<file path="src/rtl/simd_decode_stage.sv">
// rtl/simd_decode_stage.sv - SIMD decode stage with output register, one-entry skid and halt/flush control
module simd_decode_stage #(
    parameter int CNT_W = 8
) (
    input  logic             clk,
    input  logic             reset,
    input  logic             in_valid,
    input  logic [31:0]      in_instr,
    output logic             in_ready,
    input  logic             flush,
    output logic             out_valid,
    input  logic             out_ready,
    output logic [5:0]       out_opcode,
    output logic [4:0]       out_rd,
    output logic [4:0]       out_rs1,
    output logic [4:0]       out_rs2,
    output logic [1:0]       out_ew,
    output logic [3:0]       out_lane_en,
    output logic [31:0]      out_imm,
    output logic             out_use_imm,
    output logic             out_mem_rd,
    output logic             out_mem_wr,
    output logic             out_reg_wr,
    output logic             out_halt,
    output logic             out_illegal,
    output logic [CNT_W-1:0] illegal_cnt,
    output logic             halted
);

    typedef struct packed {
        logic [5:0]  opcode;
        logic [4:0]  rd;
        logic [4:0]  rs1;
        logic [4:0]  rs2;
        logic [1:0]  ew;
        logic [3:0]  lane_en;
        logic [31:0] imm;
        logic        use_imm;
        logic        mem_rd;
        logic        mem_wr;
        logic        reg_wr;
        logic        halt;
        logic        illegal;
    } bundle_t;

    bundle_t            w_dec;
    bundle_t            w_out_nxt;
    bundle_t            w_skid_nxt;
    bundle_t            r_out;
    bundle_t            r_skid;
    logic               r_out_valid;
    logic               r_skid_valid;
    logic               r_in_ready;
    logic               r_halted;
    logic [CNT_W-1:0]   r_illegal_cnt;
    logic               w_alu;
    logic               w_mem;
    logic               w_legal;
    logic               w_in_fire;
    logic               w_drain;
    logic               w_out_valid_nxt;
    logic               w_skid_valid_nxt;
    logic               w_halted_nxt;

    always_comb begin
        w_dec         = '0;
        w_alu         = 1'b0;
        w_mem         = 1'b0;
        w_legal       = 1'b1;
        w_dec.opcode  = in_instr[31:26];
        w_dec.rd      = in_instr[25:21];
        w_dec.rs1     = in_instr[20:16];
        w_dec.rs2     = in_instr[15:11];
        w_dec.ew      = in_instr[10:9];
        w_dec.imm     = {{16{in_instr[15]}}, in_instr[15:0]};
        case (in_instr[31:26])
            6'b000000: ;
            6'b000001, 6'b000010, 6'b000011,
            6'b000100, 6'b000101, 6'b000110: begin
                w_alu        = 1'b1;
                w_dec.reg_wr = 1'b1;
            end
            6'b001000: begin
                w_alu         = 1'b1;
                w_dec.reg_wr  = 1'b1;
                w_dec.use_imm = 1'b1;
            end
            6'b010000: begin
                w_mem         = 1'b1;
                w_dec.reg_wr  = 1'b1;
                w_dec.use_imm = 1'b1;
                w_dec.mem_rd  = 1'b1;
            end
            6'b010001: begin
                w_mem         = 1'b1;
                w_dec.use_imm = 1'b1;
                w_dec.mem_wr  = 1'b1;
            end
            6'b111111: w_dec.halt = 1'b1;
            default:   w_legal = 1'b0;
        endcase
        if (w_alu && in_instr[10:9] == 2'b11) begin
            w_legal = 1'b0;
        end
        if (w_alu || w_mem) begin
            case (in_instr[10:9])
                2'b00:   w_dec.lane_en = 4'b1111;
                2'b01:   w_dec.lane_en = 4'b0101;
                2'b10:   w_dec.lane_en = 4'b0001;
                default: w_dec.lane_en = 4'b0000;
            endcase
        end
        // Illegal words keep their register/immediate fields but carry no side effects
        if (!w_legal) begin
            w_dec.lane_en = 4'b0000;
            w_dec.use_imm = 1'b0;
            w_dec.mem_rd  = 1'b0;
            w_dec.mem_wr  = 1'b0;
            w_dec.reg_wr  = 1'b0;
            w_dec.halt    = 1'b0;
            w_dec.illegal = 1'b1;
        end
    end

    always_comb begin
        w_in_fire        = in_valid && r_in_ready && !flush;
        w_drain          = !r_out_valid || out_ready;
        w_out_nxt        = r_out;
        w_out_valid_nxt  = r_out_valid;
        w_skid_nxt       = r_skid;
        w_skid_valid_nxt = r_skid_valid;
        if (flush) begin
            w_out_valid_nxt  = 1'b0;
            w_skid_valid_nxt = 1'b0;
        end else if (w_drain) begin
            if (r_skid_valid) begin
                w_out_nxt        = r_skid;
                w_out_valid_nxt  = 1'b1;
                w_skid_valid_nxt = w_in_fire;
                if (w_in_fire) begin
                    w_skid_nxt = w_dec;
                end
            end else begin
                w_out_valid_nxt = w_in_fire;
                if (w_in_fire) begin
                    w_out_nxt = w_dec;
                end
            end
        end else if (w_in_fire) begin
            w_skid_nxt       = w_dec;
            w_skid_valid_nxt = 1'b1;
        end
        w_halted_nxt = r_halted || (w_in_fire && w_dec.halt);
    end

    always_ff @(posedge clk or posedge reset) begin
        if (reset) begin
            r_out         <= '0;
            r_skid        <= '0;
            r_out_valid   <= 1'b0;
            r_skid_valid  <= 1'b0;
            r_in_ready    <= 1'b0;
            r_halted      <= 1'b0;
            r_illegal_cnt <= '0;
        end else begin
            r_out         <= w_out_nxt;
            r_skid        <= w_skid_nxt;
            r_out_valid   <= w_out_valid_nxt;
            r_skid_valid  <= w_skid_valid_nxt;
            r_halted      <= w_halted_nxt;
            r_in_ready    <= !w_skid_valid_nxt && !w_halted_nxt && !flush;
            if (w_in_fire && w_dec.illegal && r_illegal_cnt != '1) begin
                r_illegal_cnt <= r_illegal_cnt + CNT_W'(1);
            end
        end
    end

    assign in_ready    = r_in_ready;
    assign out_valid   = r_out_valid;
    assign out_opcode  = r_out.opcode;
    assign out_rd      = r_out.rd;
    assign out_rs1     = r_out.rs1;
    assign out_rs2     = r_out.rs2;
    assign out_ew      = r_out.ew;
    assign out_lane_en = r_out.lane_en;
    assign out_imm     = r_out.imm;
    assign out_use_imm = r_out.use_imm;
    assign out_mem_rd  = r_out.mem_rd;
    assign out_mem_wr  = r_out.mem_wr;
    assign out_reg_wr  = r_out.reg_wr;
    assign out_halt    = r_out.halt;
    assign out_illegal = r_out.illegal;
    assign illegal_cnt = r_illegal_cnt;
    assign halted      = r_halted;

endmodule

</file>
<file path="config.mk">
export PLATFORM = sky130hd
export DESIGN_NAME = simd_decode_stage
export DESIGN_NICKNAME = d
export VERILOG_FILES = /design/src/rtl/simd_decode_stage.sv
export SDC_FILE = /design/constraint.sdc
export NUM_CORES = 1
export LEC_CHECK = 0
export CORE_UTILIZATION = 38
export CTS_CLUSTER_DIAMETER = 150
export DETAILED_ROUTE_END_ITERATION = 6
export GPL_TIMING_DRIVEN = 0
export PLACE_DENSITY = 0.71
export SETUP_SLACK_MARGIN = 0.4
export SLEW_MARGIN = 20
export SYNTH_ARGS = -nofsm -noshare
export SYNTH_HDL_FRONTEND = slang
export SYNTH_SLANG_ARGS = --single-unit
</file>
<file path="constraint.sdc">
create_clock -name clk -period 8.4 [get_ports clk]
set_clock_uncertainty 0.05 [all_clocks]
set_input_delay 2.52 -clock clk [delete_from_list [all_inputs] [get_ports clk]]
set_output_delay 2.52 -clock clk [all_outputs]
set_load 0.01 [all_outputs]
</file>
==> impl_metrics.py <==
metrics = {
    "outcome": {
        "status": "completed",
    },
    "detailed_routing": {
        "wl_per_cell_um": 14.72,
        "dr.pass1.iters": 4,
        "drt_iter0_markers": 120,
        "vias": 3234,
        "routed_via_density": 4.930,
        "antenna_left": 0,
        "wl_um": 9657,
        "drc": 0,
    },
    "flow_run": {
        "cap_viol_max_count": 0,
    },
    "floorplan": {
        "io-pin-count": 113,
        "fp.coreArea_sq_um": 10980,
        "die_w_um": 108.9,
        "rows": 38,
        "die_area_sq_um": 11860,
        "die_h_um": 108.9,
        "initial_core_util_pct": 39.55,
    },
    "setup_path": {
        "worstSetupStartpointType": "input port",
        "worstSetupStartpoint": "in_instr[27]",
        "path_depth": 7,
        "crit_chain": "clkdlybuf4s50_1, or3_2, nor3_1, a211oi_1, a31oi_1, nand3b_1, o31ai_1",
        "reg2reg_slack_ns": 6.11,
        "crit_family": "simple AND/OR/NAND/NOR gates",
        "crit_arrival_ns": 4.74,
        "critPathCapture": "out_use_imm$_DFFE_PP0P_",
        "cpMaxStageDelayCell": "clkdlybuf4s50_1",
        "cpPeakStageDelay_ns": 0.58,
        "r2r_start": "r_skid_valid$_DFF_PP0_",
        "rr_worst_depth": 8,
        "cp_max_fo": 8,
        "critPathCaptureType": "flop",
        "critPathBufInv": 1,
        "r2r-end": "out_rs2[3]$_DFFE_PP0P_",
        "criticalPathCategory": "input port to flop",
        "cp_data_required_time_ns": 8.60,
    },
    "power_and_ir_drop": {
        "p_leak_nw": 2.599,
        "pwr-share-clk_pct": 33.9,
        "total_switching_power_uw": 343.0,
        "combPwrFrac_pct": 23.5,
        "p_sw_share_pct": 25.37,
        "cellInternalPower_mw": 1.009,
        "seqPwrFrac_pct": 42.6,
        "power.density_nw_per_um2": 225.7,
        "max-vdd-ir-drop_mv": 0.1302,
    },
    "sta": {
        "fin_crit_sh_pct": 54.09,
        "timing.setup.tns_ns": 0,
        "maxSlewViolCount": 0,
        "rsz0062_at_grt": "false",
        "finalSetupViolCount": 0,
        "finalHoldViolCount": 0,
        "tightestPinTransition_ns": 0.7489,
        "period_needed_ns": 4.544,
        "fmax_ghz": 0.2201,
        "relSlewSlack_pct": 50.07,
    },
    "synth": {
        "ys_types": 45,
        "syn-instance-count": 389,
        "yosys.cell_count.top_type": "dfrtp_1",
        "synth-seq-area-share_pct": 54.15,
        "syn_avg_cell_area_sq_um": 11.17,
        "ys_seq_elements": 94,
        "synth_top_area_share_pct": 54.15,
        "yosysWarningCount": 0,
        "syn_area_sq_um": 4344,
        "ys_async_sr_fraction_pct": 100.0,
        "synth-edff-count": 0,
        "syn_nets": 427,
        "post-synth-top-area-cell": "dfrtp_1",
        "synthFlopType": "dfrtp_1",
        "synth_common_cells": "dfrtp_1, nand2_1, o21ai_0, mux2_2, mux2i_1",
        "synth_top_cells_by_area": "dfrtp_1, mux2_2, mux2i_1, o21ai_0, nand2_1",
    },
    "min_path": {
        "hp-class": "flop to flop",
    },
    "cts": {
        "clk_latency_ns": 0.34,
        "hold_buffers": 0,
        "ctsLongestPathBuffers": 2,
        "cts_resized": 0,
        "cts_tree": "yes",
        "root_buffer": "clkbuf_16",
        "post_cts_buffers": 0,
        "htree_levels": 3,
        "cts_buffers": 9,
        "clk_pin_slew_ns": 0.06,
        "clock-sinks": 94,
    },
    "final_layout": {
        "antenna_cells": 0,
        "drive_above_1_share_pct": 17.25,
        "fin_cells": 656,
        "syn_to_final_growth_pct": 37.90,
        "final_nets": 549,
    },
    "global_route": {
        "grtUsageTotal_pct": 17.45,
        "antenna_found_initial": 0,
        "first_global_vias": 3193,
        "grt_max_degree": 74,
        "grt-ovfl-total": 0,
        "grt_first_pass_wirelength_um": 15740,
    },
    "placement": {
        "hpwl_um": 7008,
        "placed_cells": 640,
        "gp_congestion": 0.7519,
        "port_buffers": 110,
    },
}
[registers in the layout, indices dropped and copies added (netlist names), 3 cells and up]
| register | flops |
|---|---|
| out_lane_en | 3 |
| out_imm | 11 |
| out_rd | 5 |
| r_skid | 41 |
| illegal_cnt | 8 |
| out_opcode | 6 |
| out_rs2 | 4 |
| out_rs1 | 5 |
[metrics by stage]
step	cell area [sq um]	setup slack [ns]	power, mW	utilization [%]	hold WS [ns]
after floorplan	4344	3.381	0.7247	-	0.3903
after detailed placement	5653	3.499	0.9071	51.47	0.4161
after CTS	5991	3.860	1.370	54.55	0.4305
after global routing	5991	3.632	1.426	54.55	0.4488
after global placement	5620	1.942	0.8925	51.17	0.4059
final	5991	3.856	1.352	54.55	0.4247
[logic make-up (layout without fill, tap and decap cells)]
family	count (synthesis)	count (layout)	synth area share (%)
buffers and inverters	49	176	6.423
AND/OR/NAND/NOR	97	97	11.15
multiplexers	67	67	16.45
XOR/XNOR	7	7	1.411
adder cells (fa/ha/maj)	2	2	0.5184
AO/OA/AOI/OAI	73	73	9.908
flip-flops	94	94	54.15
[cells in the final DEF (no fill, tap or decap), types with 2 or more instances in the layout]
cell type          n
a21oi_1           10
buf_4             25
xnor2_1            2
nor2_1            10
clkbuf_16          9
mux2i_1           32
a21o_1             2
nand4_1            2
and3_1             4
nor2b_1            3
nand2_1           52
or3_1              2
clkdlybuf4s50_1  110
nand2b_1           2
mux2_2            35
a31oi_1            2
xor2_1             5
clkinv_2           3
o21ai_0           46
nand3_1            5
o31ai_1            4
clkbuf_1          20
bufinv_16          3
dfrtp_1           94
nor3_1             7
[cell type report]
class	instances	area, sq um
Buffer	47	271.5
Clock buffer	9	225.2
Clock inverter	7	112.6
Fill cell	965	4992
Inverter	2	12.51
Multi-Input combinational cell	246	1713
Sequential cell	94	2352
Tap cell	140	175.2
Timing Repair Buffer	111	1129
[how the worst min path moves through the flow]
stage          cells after the start                   start                      to  slack [ns]
2_1_floorplan                      2  r_skid[39]$_DFFE_PP0P_  r_skid[39]$_DFFE_PP0P_        0.39
6_report                           2  r_skid[39]$_DFFE_PP0P_  r_skid[39]$_DFFE_PP0P_        0.42
3_5_place_dp                       2  r_skid[39]$_DFFE_PP0P_  r_skid[39]$_DFFE_PP0P_        0.42
3_3_place_gp                       2  r_skid[38]$_DFFE_PP0P_  r_skid[38]$_DFFE_PP0P_        0.41
4_1_cts                            2  r_skid[39]$_DFFE_PP0P_  r_skid[39]$_DFFE_PP0P_        0.43
5_1_grt                            2  out_rs1[0]$_DFFE_PP0P_  out_rs1[0]$_DFFE_PP0P_        0.45
[worst reg2reg max path, delay by kind of cell, from the launching register on]
kind	cells	cell delay, ns
flip-flops	1	0.36
AO/OA/AOI/OAI	2	0.32
AND/OR/NAND/NOR	2	0.25
buffers and inverters	4	1.25
[metal layers]
layer / share of wire, % / routed length [um] / global-route usage [%] / up-vias
met1: 44 / 4279 / 22.33 / 1550
li1: - / - / - / 1578
met2: 48 / 4663 / 27.94 / 98
met4: 0.95 / 92 / 6.081 / 0
met5: 0 / 0 / 0 / -
met3: 6.4 / 622 / 5.260 / 8
[power by group through the flow]
stage                     Sequential [mW]  Clock, mW  Combinational, mW
after CTS                           0.577      0.469              0.324
after global routing                0.586      0.490              0.349
after global placement              0.581          0              0.312
after floorplan                     0.594          0              0.130
final                               0.576      0.458              0.318
after detailed placement            0.585          0              0.323
Note: power is estimated with default switching activity, not from simulation.
